<file path="config.mk">
export PLATFORM = sky130hd
export DESIGN_NAME = ecc_result_buffer_flat
export DESIGN_NICKNAME = d
export VERILOG_FILES = /design/src/rtl/ecc_pkg.sv /design/src/rtl/ecc_result_buffer_if.sv /design/src/rtl/ecc_sync_fifo.sv /design/src/rtl/ecc_result_buffer.sv /design/src/flat_wrapper.sv
export SDC_FILE = /design/constraint.sdc
export NUM_CORES = 1
export LEC_CHECK = 0
export BUFFER_PORTS_ARGS = -buffer_cell sky130_fd_sc_hd__buf_2
export CAP_MARGIN = 0
export CORE_ASPECT_RATIO = 1.25
export CORE_MARGIN = 3
export CORE_UTILIZATION = 50
export DETAILED_ROUTE_END_ITERATION = 7
export PLACE_DENSITY = 0.73
export SYNTH_ARGS = -nofsm -noshare
export SYNTH_HDL_FRONTEND = slang
export SYNTH_SLANG_ARGS = --single-unit
</file>
<file path="constraint.sdc">
create_clock -name clk -period 3.1 [get_ports clk]
set_clock_uncertainty 0.15 [all_clocks]
set_input_delay 0.62 -clock clk [delete_from_list [all_inputs] [get_ports clk]]
set_output_delay 0.62 -clock clk [all_outputs]
set_load 0.02 [all_outputs]
</file>
<file path="src/rtl/ecc_pkg.sv">
// Shared types and constants for the ECC result buffer slice.
// DUE beats are flagged with decode_result_t and optionally replaced by POISON_PATTERN.
package ecc_pkg;

  typedef enum logic {
    NE_CE = 1'b0,
    DUE   = 1'b1
  } decode_result_t;

  localparam logic [63:0] POISON_PATTERN = 64'hDEAD_BEEF_DEAD_BEEF;

endpackage

</file>
<file path="src/rtl/ecc_result_buffer_if.sv">
// Producer/consumer handshake bundle for ecc_result_buffer.
// The slave modport is the buffer; the master modport is the surrounding read path.
interface ecc_result_buffer_if #(
  parameter int DATA_W = 64,
  parameter int TAG_W  = 8
);
  logic              in_valid;
  logic              in_ready;
  logic              decode_result_in;
  logic [DATA_W-1:0] data_in;
  logic [TAG_W-1:0]  tag_in;
  logic              out_valid;
  logic              out_ready;
  logic [DATA_W-1:0] out_data;
  logic              out_due;
  logic [TAG_W-1:0]  out_tag;

  modport slave (
    input  in_valid, decode_result_in, data_in, tag_in, out_ready,
    output in_ready, out_valid, out_data, out_due, out_tag
  );

  modport master (
    output in_valid, decode_result_in, data_in, tag_in, out_ready,
    input  in_ready, out_valid, out_data, out_due, out_tag
  );
endinterface

</file>
<file path="src/rtl/ecc_sync_fifo.sv">
// Generic synchronous FIFO with registered occupancy count.
// DEPTH must be a power of two so the pointers wrap naturally.
module ecc_sync_fifo #(
  parameter int WIDTH = 8,
  parameter int DEPTH = 4
) (
  input  logic             clk,
  input  logic             rst_n,
  input  logic             push,
  input  logic [WIDTH-1:0] wr_data,
  input  logic             pop,
  output logic [WIDTH-1:0] rd_data,
  output logic             full,
  output logic             empty
);
  localparam int AW = $clog2(DEPTH);
  localparam int CW = AW + 1;

  logic [WIDTH-1:0] mem [DEPTH];
  logic [AW-1:0]    wr_ptr;
  logic [AW-1:0]    rd_ptr;
  logic [CW-1:0]    count;
  logic             do_push;
  logic             do_pop;

  assign do_push = push && !full;
  assign do_pop  = pop && !empty;
  assign full    = (count == CW'(DEPTH));
  assign empty   = (count == '0);
  assign rd_data = mem[rd_ptr];

  always_ff @(posedge clk or negedge rst_n) begin
    if (!rst_n) begin
      wr_ptr <= '0;
      rd_ptr <= '0;
      count  <= '0;
    end else begin
      if (do_push) wr_ptr <= wr_ptr + 1'b1;
      if (do_pop)  rd_ptr <= rd_ptr + 1'b1;
      case ({do_push, do_pop})
        2'b10:   count <= count + 1'b1;
        2'b01:   count <= count - 1'b1;
        default: count <= count;
      endcase
    end
  end

  // Storage carries no reset; a slot is only read after it has been written.
  always_ff @(posedge clk) begin
    if (do_push) mem[wr_ptr] <= wr_data;
  end

endmodule

</file>
<file path="src/rtl/ecc_result_buffer.sv">
// Buffers decoder results {due, tag, data} in a FIFO, poisons DUE data on the
// read side and keeps saturating CE/DUE statistics with a last-DUE tag log.
module ecc_result_buffer
  import ecc_pkg::*;
#(
  parameter int DATA_W    = 64,
  parameter int TAG_W     = 8,
  parameter int DEPTH     = 4,
  parameter int CNT_W     = 16,
  parameter int POISON_EN = 1
) (
  input  logic                clk,
  input  logic                rst_n,
  ecc_result_buffer_if.slave  bus,
  input  logic                clr_stats,
  output logic [CNT_W-1:0]    beat_count,
  output logic [CNT_W-1:0]    due_count,
  output logic                due_seen,
  output logic [TAG_W-1:0]    last_due_tag
);
  localparam int ENTRY_W = 1 + TAG_W + DATA_W;

  function automatic logic [CNT_W-1:0] sat_inc(input logic [CNT_W-1:0] c);
    return (&c) ? c : c + 1'b1;
  endfunction

  function automatic logic [DATA_W-1:0] poison_sel(input logic due, input logic [DATA_W-1:0] d);
    return (due && (POISON_EN != 0)) ? POISON_PATTERN[DATA_W-1:0] : d;
  endfunction

  decode_result_t     in_res;
  logic               in_due;
  logic               full;
  logic               empty;
  logic               push;
  logic               pop;
  logic [ENTRY_W-1:0] wr_entry;
  logic [ENTRY_W-1:0] head_entry;
  logic [ENTRY_W-1:0] hold_entry;
  logic [ENTRY_W-1:0] shown_entry;

  assign in_res   = decode_result_t'(bus.decode_result_in);
  assign in_due   = (in_res == DUE);
  assign push     = bus.in_valid && !full;
  assign pop      = bus.out_ready && !empty;
  assign wr_entry = {in_due, bus.tag_in, bus.data_in};

  ecc_sync_fifo #(
    .WIDTH (ENTRY_W),
    .DEPTH (DEPTH)
  ) u_fifo (
    .clk     (clk),
    .rst_n   (rst_n),
    .push    (push),
    .wr_data (wr_entry),
    .pop     (pop),
    .rd_data (head_entry),
    .full    (full),
    .empty   (empty)
  );

  // When empty the outputs show the last entry handed out, not a stale slot.
  always_ff @(posedge clk or negedge rst_n) begin
    if (!rst_n)   hold_entry <= '0;
    else if (pop) hold_entry <= head_entry;
  end

  assign shown_entry   = empty ? hold_entry : head_entry;
  assign bus.in_ready  = !full;
  assign bus.out_valid = !empty;
  assign bus.out_due   = shown_entry[ENTRY_W-1];
  assign bus.out_tag   = shown_entry[DATA_W +: TAG_W];
  assign bus.out_data  = poison_sel(shown_entry[ENTRY_W-1], shown_entry[DATA_W-1:0]);

  // A clear coinciding with a push restarts the statistics from that push.
  always_ff @(posedge clk or negedge rst_n) begin
    if (!rst_n) begin
      beat_count   <= '0;
      due_count    <= '0;
      due_seen     <= 1'b0;
      last_due_tag <= '0;
    end else if (clr_stats) begin
      beat_count   <= push ? CNT_W'(1) : '0;
      due_count    <= (push && in_due) ? CNT_W'(1) : '0;
      due_seen     <= push && in_due;
      last_due_tag <= (push && in_due) ? bus.tag_in : '0;
    end else if (push) begin
      beat_count <= sat_inc(beat_count);
      if (in_due) begin
        due_count    <= sat_inc(due_count);
        due_seen     <= 1'b1;
        last_due_tag <= bus.tag_in;
      end
    end
  end

endmodule

</file>
<file path="src/flat_wrapper.sv">
// flat-port wrapper written by rule: the top's interface ports become plain ports
module ecc_result_buffer_flat import ecc_pkg::*;
#(
  parameter int DATA_W    = 64,
  parameter int TAG_W     = 8,
  parameter int DEPTH     = 4,
  parameter int CNT_W     = 16,
  parameter int POISON_EN = 1
)
  (clk, rst_n, clr_stats, beat_count, due_count, due_seen, last_due_tag, bus_in_valid, bus_decode_result_in, bus_data_in, bus_tag_in, bus_out_ready, bus_in_ready, bus_out_valid, bus_out_data, bus_out_due, bus_out_tag);
  ecc_result_buffer_if #(.DATA_W(DATA_W), .TAG_W(TAG_W)) bus_i ();
  input  logic clk;
  input  logic rst_n;
  input  logic clr_stats;
  output logic [CNT_W-1:0] beat_count;
  output logic [CNT_W-1:0] due_count;
  output logic due_seen;
  output logic [TAG_W-1:0] last_due_tag;
  input wire logic [$bits(bus_i.in_valid)-1:0] bus_in_valid;
  input wire logic [$bits(bus_i.decode_result_in)-1:0] bus_decode_result_in;
  input wire logic [$bits(bus_i.data_in)-1:0] bus_data_in;
  input wire logic [$bits(bus_i.tag_in)-1:0] bus_tag_in;
  input wire logic [$bits(bus_i.out_ready)-1:0] bus_out_ready;
  output wire logic [$bits(bus_i.in_ready)-1:0] bus_in_ready;
  output wire logic [$bits(bus_i.out_valid)-1:0] bus_out_valid;
  output wire logic [$bits(bus_i.out_data)-1:0] bus_out_data;
  output wire logic [$bits(bus_i.out_due)-1:0] bus_out_due;
  output wire logic [$bits(bus_i.out_tag)-1:0] bus_out_tag;
  assign bus_i.in_valid = bus_in_valid;
  assign bus_i.decode_result_in = bus_decode_result_in;
  assign bus_i.data_in = bus_data_in;
  assign bus_i.tag_in = bus_tag_in;
  assign bus_i.out_ready = bus_out_ready;
  assign bus_in_ready = bus_i.in_ready;
  assign bus_out_valid = bus_i.out_valid;
  assign bus_out_data = bus_i.out_data;
  assign bus_out_due = bus_i.out_due;
  assign bus_out_tag = bus_i.out_tag;
  ecc_result_buffer #(.DATA_W(DATA_W), .TAG_W(TAG_W), .DEPTH(DEPTH), .CNT_W(CNT_W), .POISON_EN(POISON_EN)) u_core (.clk(clk), .rst_n(rst_n), .bus(bus_i), .clr_stats(clr_stats), .beat_count(beat_count), .due_count(due_count), .due_seen(due_seen), .last_due_tag(last_due_tag));
endmodule
</file>
* Word-level counts from Yosys, hierarchy flattened
Memories as Yosys holds them, arrays and structs flattened. Cells that the tools add are included.
Storage, ports and cells: memories 1, input port bits 78, register bits 121, word-level logic and storage cells 57, memory bits (writable) 292
Operators by class: muxes and demuxes 21, equality and inequality tests 5, reduce and logical (&&, ||, !) cells 16, add/subtract/negate cells 6
Memories:
- u_core.u_fifo.mem | depth 4, bits a word 73, rd ports 1, clocked after memory_dff 0, wr ports 1, line ecc_sync_fifo.sv:19 | logic [WIDTH-1:0] mem [DEPTH];
Operator list (count):
- 16-bit two-way mux | 7
- 73-bit two-way mux | 1
- 64-bit two-way mux | 1
- 16-bit by 1-bit adder with 16-bit output (second input constant) | 2
- 8-bit two-way mux | 4
- 16-bit AND reduction | 2
- 1-bit two-way mux | 7
- 3-bit one-hot mux with 2 select lines | 1
- 2-bit nonzero test | 3
- 1-bit logical AND | 5
- 2-bit by 1-bit adder with 2-bit output (second input constant) | 2
- 2-bit != test (second input constant) | 2
- 2-bit AND reduction | 2
- 3-bit by 1-bit adder with 3-bit output (second input constant) | 1
- 3-bit == test (second input constant) | 1
- 3-bit logical NOT | 1
- 3-bit AND reduction | 1
- 3-bit by 1-bit subtractor with 3-bit output (second input constant) | 1
- 2-bit by 1-bit == test with 1-bit output (second input constant) | 1
- 2-bit == test (second input constant) | 1
- 1-bit logical NOT | 2

* Depth between registers and ports, before layout
depth in word-level cells 6, mapped depth 12, gate-level depth less buffers 10

* Cells and area by module
From an unflattened synthesis, not the netlist that was laid out.
Unflattened totals: cells, all modules 1114, area total of the unflattened synthesis 16927.5 µm²
Modules (own cells, without submodules):
- ecc_sync_fifo | times used 1, area each 10955.5 µm², cells each 418
- ecc_result_buffer | times used 1, area each 5972.0 µm², cells each 696

* Worst setup path before layout
Ideal clock, no wire load.
path kind register to register, start register u_core.u_fifo.count[2], end memory u_core.u_fifo.mem[0][0] (netlist bit) (enable), setup slack -0.036 ns, required time 2.510 ns, arrival 2.546 ns, stages on the path, launching flop included 4, buffers on the path 0, cells stage by stage dfrtp_1 > nor3b_2 > inv_2 > and3_1
Between the ends: longest elaborated chain between the ends 6
Ends and longest elaborated chain:
- start, declared | line ecc_sync_fifo.sv:22 | logic [CW-1:0] count;
- start signal, assigned | line ecc_sync_fifo.sv:41 | 2'b10: count <= count + 1'b1;
- start signal, assigned | line ecc_sync_fifo.sv:42 | 2'b01: count <= count - 1'b1;
- start signal, assigned | line ecc_sync_fifo.sv:43 | default: count <= count;
- 3-bit == test (*) | line ecc_sync_fifo.sv:28 | assign full = (count == CW'(DEPTH));
- 1-bit logical NOT (*)
- named net bus_in_ready | line flat_wrapper.sv:24 | output wire logic [$bits(bus_i.in_ready)-1:0] bus_in_ready;
- 1-bit logical AND | line ecc_result_buffer.sv:44 | assign push = bus.in_valid && !full;
- 1-bit logical AND (*) | line ecc_sync_fifo.sv:26 | assign do_push = push && !full;
- 1-bit two-way mux (*) | line ecc_sync_fifo.sv:50 | if (do_push) mem[wr_ptr] <= wr_data;
- 1-bit two-way mux (not written as such) (*) | line ecc_sync_fifo.sv:50
- end, declared | line ecc_sync_fifo.sv:19
The timed path passes the listed nets; every way through them passes the cells marked *.

* Worst setup path after layout
start register u_core.u_fifo.rd_ptr[0], end output bus_out_data[59]
Between the ends: longest elaborated chain between the ends 3
Ends and longest elaborated chain:
- start, declared | line ecc_sync_fifo.sv:21 | logic [AW-1:0] rd_ptr;
- start signal, assigned | line ecc_sync_fifo.sv:39 | if (do_pop) rd_ptr <= rd_ptr + 1'b1;
- memory 4 x 73 bit
- 73-bit two-way mux | line ecc_result_buffer.sv:68 | assign shown_entry = empty ? hold_entry : head_entry;
- 64-bit two-way mux | line ecc_result_buffer.sv:28 | return (due && (POISON_EN != 0)) ? POISON_PATTERN[DATA_W-1:0] : d;
- end, declared | line flat_wrapper.sv:26 | output wire logic [$bits(bus_i.out_data)-1:0] bus_out_data;
No other way between the ends.

==> impl_results.md <==
- Synth cell types: 40
- Die Wd: 169 um
- Global route overflow: 0
- 1st-iter DRT viols: 636
- Antenna viol nets, final: 0
- Final HPWL DP: 20300 um
- Post-CTS Hold Buffers: 0
- Via density: 5.66
- Initial antenna violation count: 9
- GRT Total Usage: 0.210
- Cts bufs inserted: 42
- CP Data Arrival Time: 2.34 ns
- Largest net degree at the start of global routing: 76
- Finish-stage setup viols: 1
- Crit-path max FO: 10
- Total I/O pin count: 194
- Root Buffer Master: clkbuf_16
- Seq/Total Area, Yosys: 0.709
- Drt drc: 0
- Worst-Margin Slew: 1.11 ns
- Reg clk slew, reported paths: 0.06 ns
- Worst setup margin: -0.00512 ns
- Crit share post-route: 1.00
- Pins Over Slew Limit: 0
- Vias in the first global route: 10.2k
- Worst slew margin: 0.262
- Min Tclk post-route: 3.11 ns
- Clock sinks: 413
- Async S/R FF share, synth: 0.293
- Primary FF master, synth: edfxtp_1
- FF-to-FF setup slack: 0.40 ns
- Gp weighted congestion: 0.789
- Max_cap viols: 0
- Die area: 0.0355 mm2
- Fin nets: 1348
- Setup Crit Path Kind: reg -> out
- Layout area overhead: 23.4%
- EDFF count, synth: 292
- CORE AREA: 0.0328 mm2
- Syn Nets: 1119
- Initial Util: 0.508
- PD cells: 1090 mW/mm2
- Worst min-delay path class: in -> async
- Failing checks: negative setup slack
- Syn avg cell area: 16.1 um2
- Row count: 74
- Port bufs: 193
- Worst Setup Start Kind: flop
- Status: finished, violations left
- Worst-Skew Late Latency: 0.53 ns
- Sum Neg Setup Slack: -0.00512 ns
- Peak Freq: 322 MHz
- DR vias: 9731
- Launching point of the worst reg2reg path: u_core.u_fifo.count[0]$_DFFE_PN0P_
- Share of cells above drive strength 1: 0.367
- Post-Syn Area: 0.0166 mm2
- CTS tree: yes
- Leak: 7.83 nW
- Final hold vios: 0
- CP Capture Type: primary output
- Seq cells post-synth: 413
- Gate Count Post-Synth: 1033
- Maximum vdd drop: 0.000515 V
- Max Root-Sink Buffers: 3
- Final Total Pwr: 22.5 mW
- Wire length of the first global-routing pass: 57800 um
- Drt total wl: 37900 um
- DR pass1 iterations: 5
- CP required: 2.33 ns
- Critical Path Start: u_core.u_fifo.rd_ptr[0]$_DFFE_PN0P_
- H-Tree Depth: 2
- Die H: 210 um
- RSZ-0062 raised after global routing: yes
- Yosys warns: 0
- Avg WL per Cell: 22.1 um
## path summary, 6_finish.rpt
path | end | depth (start not counted)
min in group clk | u_core.u_fifo.mem[1][61]$_DFFE_PP_ | 1
max reg2reg | u_core.u_fifo.count[2]$_DFFE_PN0P_ | 11
min | u_core.hold_entry[66]$_DFFE_PN0P_ | 1
min reg2reg | u_core.hold_entry[68]$_DFFE_PN0P_ | 1
max in group asynchronous | u_core.beat_count[10]$_DFFE_PN0P_ | 2
max | bus_out_data[59] | 6
## logic make-up (layout without fill, tap and decap cells)
| kind of cell | count (synthesis) | count (layout) | share of synthesized area |
|---|---|---|---|
| AO/OA/AOI/OAI | 48 | 48 | 0.0152 |
| XOR/XNOR | 28 | 28 | 0.0147 |
| adder cells (fa/ha/maj) | 8 | 8 | 0.00647 |
| buffers and inverters | 68 | 331 | 0.0167 |
| flip-flops | 413 | 413 | 0.709 |
| multiplexers | 147 | 147 | 0.149 |
| other | 0 | 6 | 0 |
| AND/OR/NAND/NOR | 321 | 321 | 0.0894 |
## flip-flops by register name, summed over array words and instances (netlist names), 2 cells and up
name and count:
u_core.last_due_tag 8, u_core.hold_entry 73, u_core.beat_count 16, u_core.u_fifo.rd_ptr 2, u_core.u_fifo.count 3, u_core.u_fifo.mem 292, u_core.due_count 16, u_core.u_fifo.wr_ptr 2
## where the power goes
group	switching (mW)	internal (mW)	total (mW)
clock	2.01	2.92	4.93
sequential	0.498	7.37	7.87
combinational	5.34	4.32	9.66
total	7.85	14.6	22.5
## per-layer routing
layer / global-route usage / share of wire / vias up
met3: 0.0473 / 0.058 / 61
met4: 0.0643 / 0.021 / 10
met2: 0.354 / 0.51 / 288
met5: 0 / 0.0018 / -
li1: - / - / 4365
met1: 0.276 / 0.41 / 5007
## cells in the mapped netlist, types with 3 or more instances
| master | number | area [um2] |
|---|---|---|
| a21oi_1 | 23 | 115 |
| and2_1 | 6 | 37.5 |
| and3_1 | 11 | 68.8 |
| and4_1 | 3 | 26.3 |
| buf_1 | 3 | 11.3 |
| buf_2 | 18 | 90.1 |
| clkbuf_1 | 34 | 128 |
| dfrtp_1 | 121 | 3030 |
| edfxtp_1 | 292 | 8770 |
| ha_1 | 7 | 87.6 |
| inv_1 | 10 | 37.5 |
| inv_2 | 3 | 11.3 |
| mux2_1 | 37 | 417 |
| mux2_2 | 36 | 405 |
| mux4_2 | 73 | 1640 |
| nand2_1 | 182 | 683 |
| nand3_1 | 55 | 275 |
| nand3b_1 | 8 | 60.1 |
| nand4_1 | 13 | 81.3 |
| nor2_1 | 16 | 60.1 |
| nor3_1 | 10 | 50.1 |
| nor3b_1 | 4 | 30.0 |
| nor4_1 | 3 | 18.8 |
| o21ai_0 | 19 | 95.1 |
| xnor2_1 | 14 | 123 |
| xor2_1 | 14 | 123 |
## cell usage in the layout, fill, tap and decap left out, types with 19 or more instances in the layout
cell type  instances
buf_2            155
mux4_2            73
nand3_1           34
mux2_2            36
buf_4             33
nand2_2           27
clkbuf_16         51
nand3_2           20
buf_6             23
dfrtp_1          119
nand2_1          155
o21ai_0           19
edfxtp_1         292
mux2_1            37
## area by class of cell
cell class	instances	area, um2
fillers	2418	12200
flip-flops and latches	413	11800
multi-input cells	552	4820
repair buffers	240	1970
clock buffers	63	1230
well taps	418	523
clock inverters	15	120
inverters	13	58.8
diodes	6	15.0
## repair_timing
item	in CTS	in global routing
setup buffers	8	3
gates resized for setup	44	97
setup endpoints to repair	73	72
pin swaps	4	4
gates cloned	8	6
## metrics by stage
step | area [um2] | worst slack (ns) | hold WS, ns | cells | utilization
after floorplan | 16600 | 0.429 | 0.174 | 1033 | -
after global placement | 18300 | 0.329 | 0.316 | 1612 | 0.557
after detailed placement | 18300 | 0.225 | 0.325 | 1612 | 0.557
after CTS | 20100 | -0.0454 | 0.0391 | 1706 | 0.612
after global routing | 20500 | -0.0719 | 0.0628 | 1718 | 0.627
final | 20500 | -0.00512 | 0.0173 | 1720 | 0.627
## worst max-delay path, cell delays in order (launching register included)
cell and delay, ns:
dfrtp_4 0.41, mux4_2 0.55, mux2i_4 0.22, buf_12 0.18, buf_16 0.15, nand3_1 0.10, buf_2 0.17
Power figures use the tool's default switching activity.
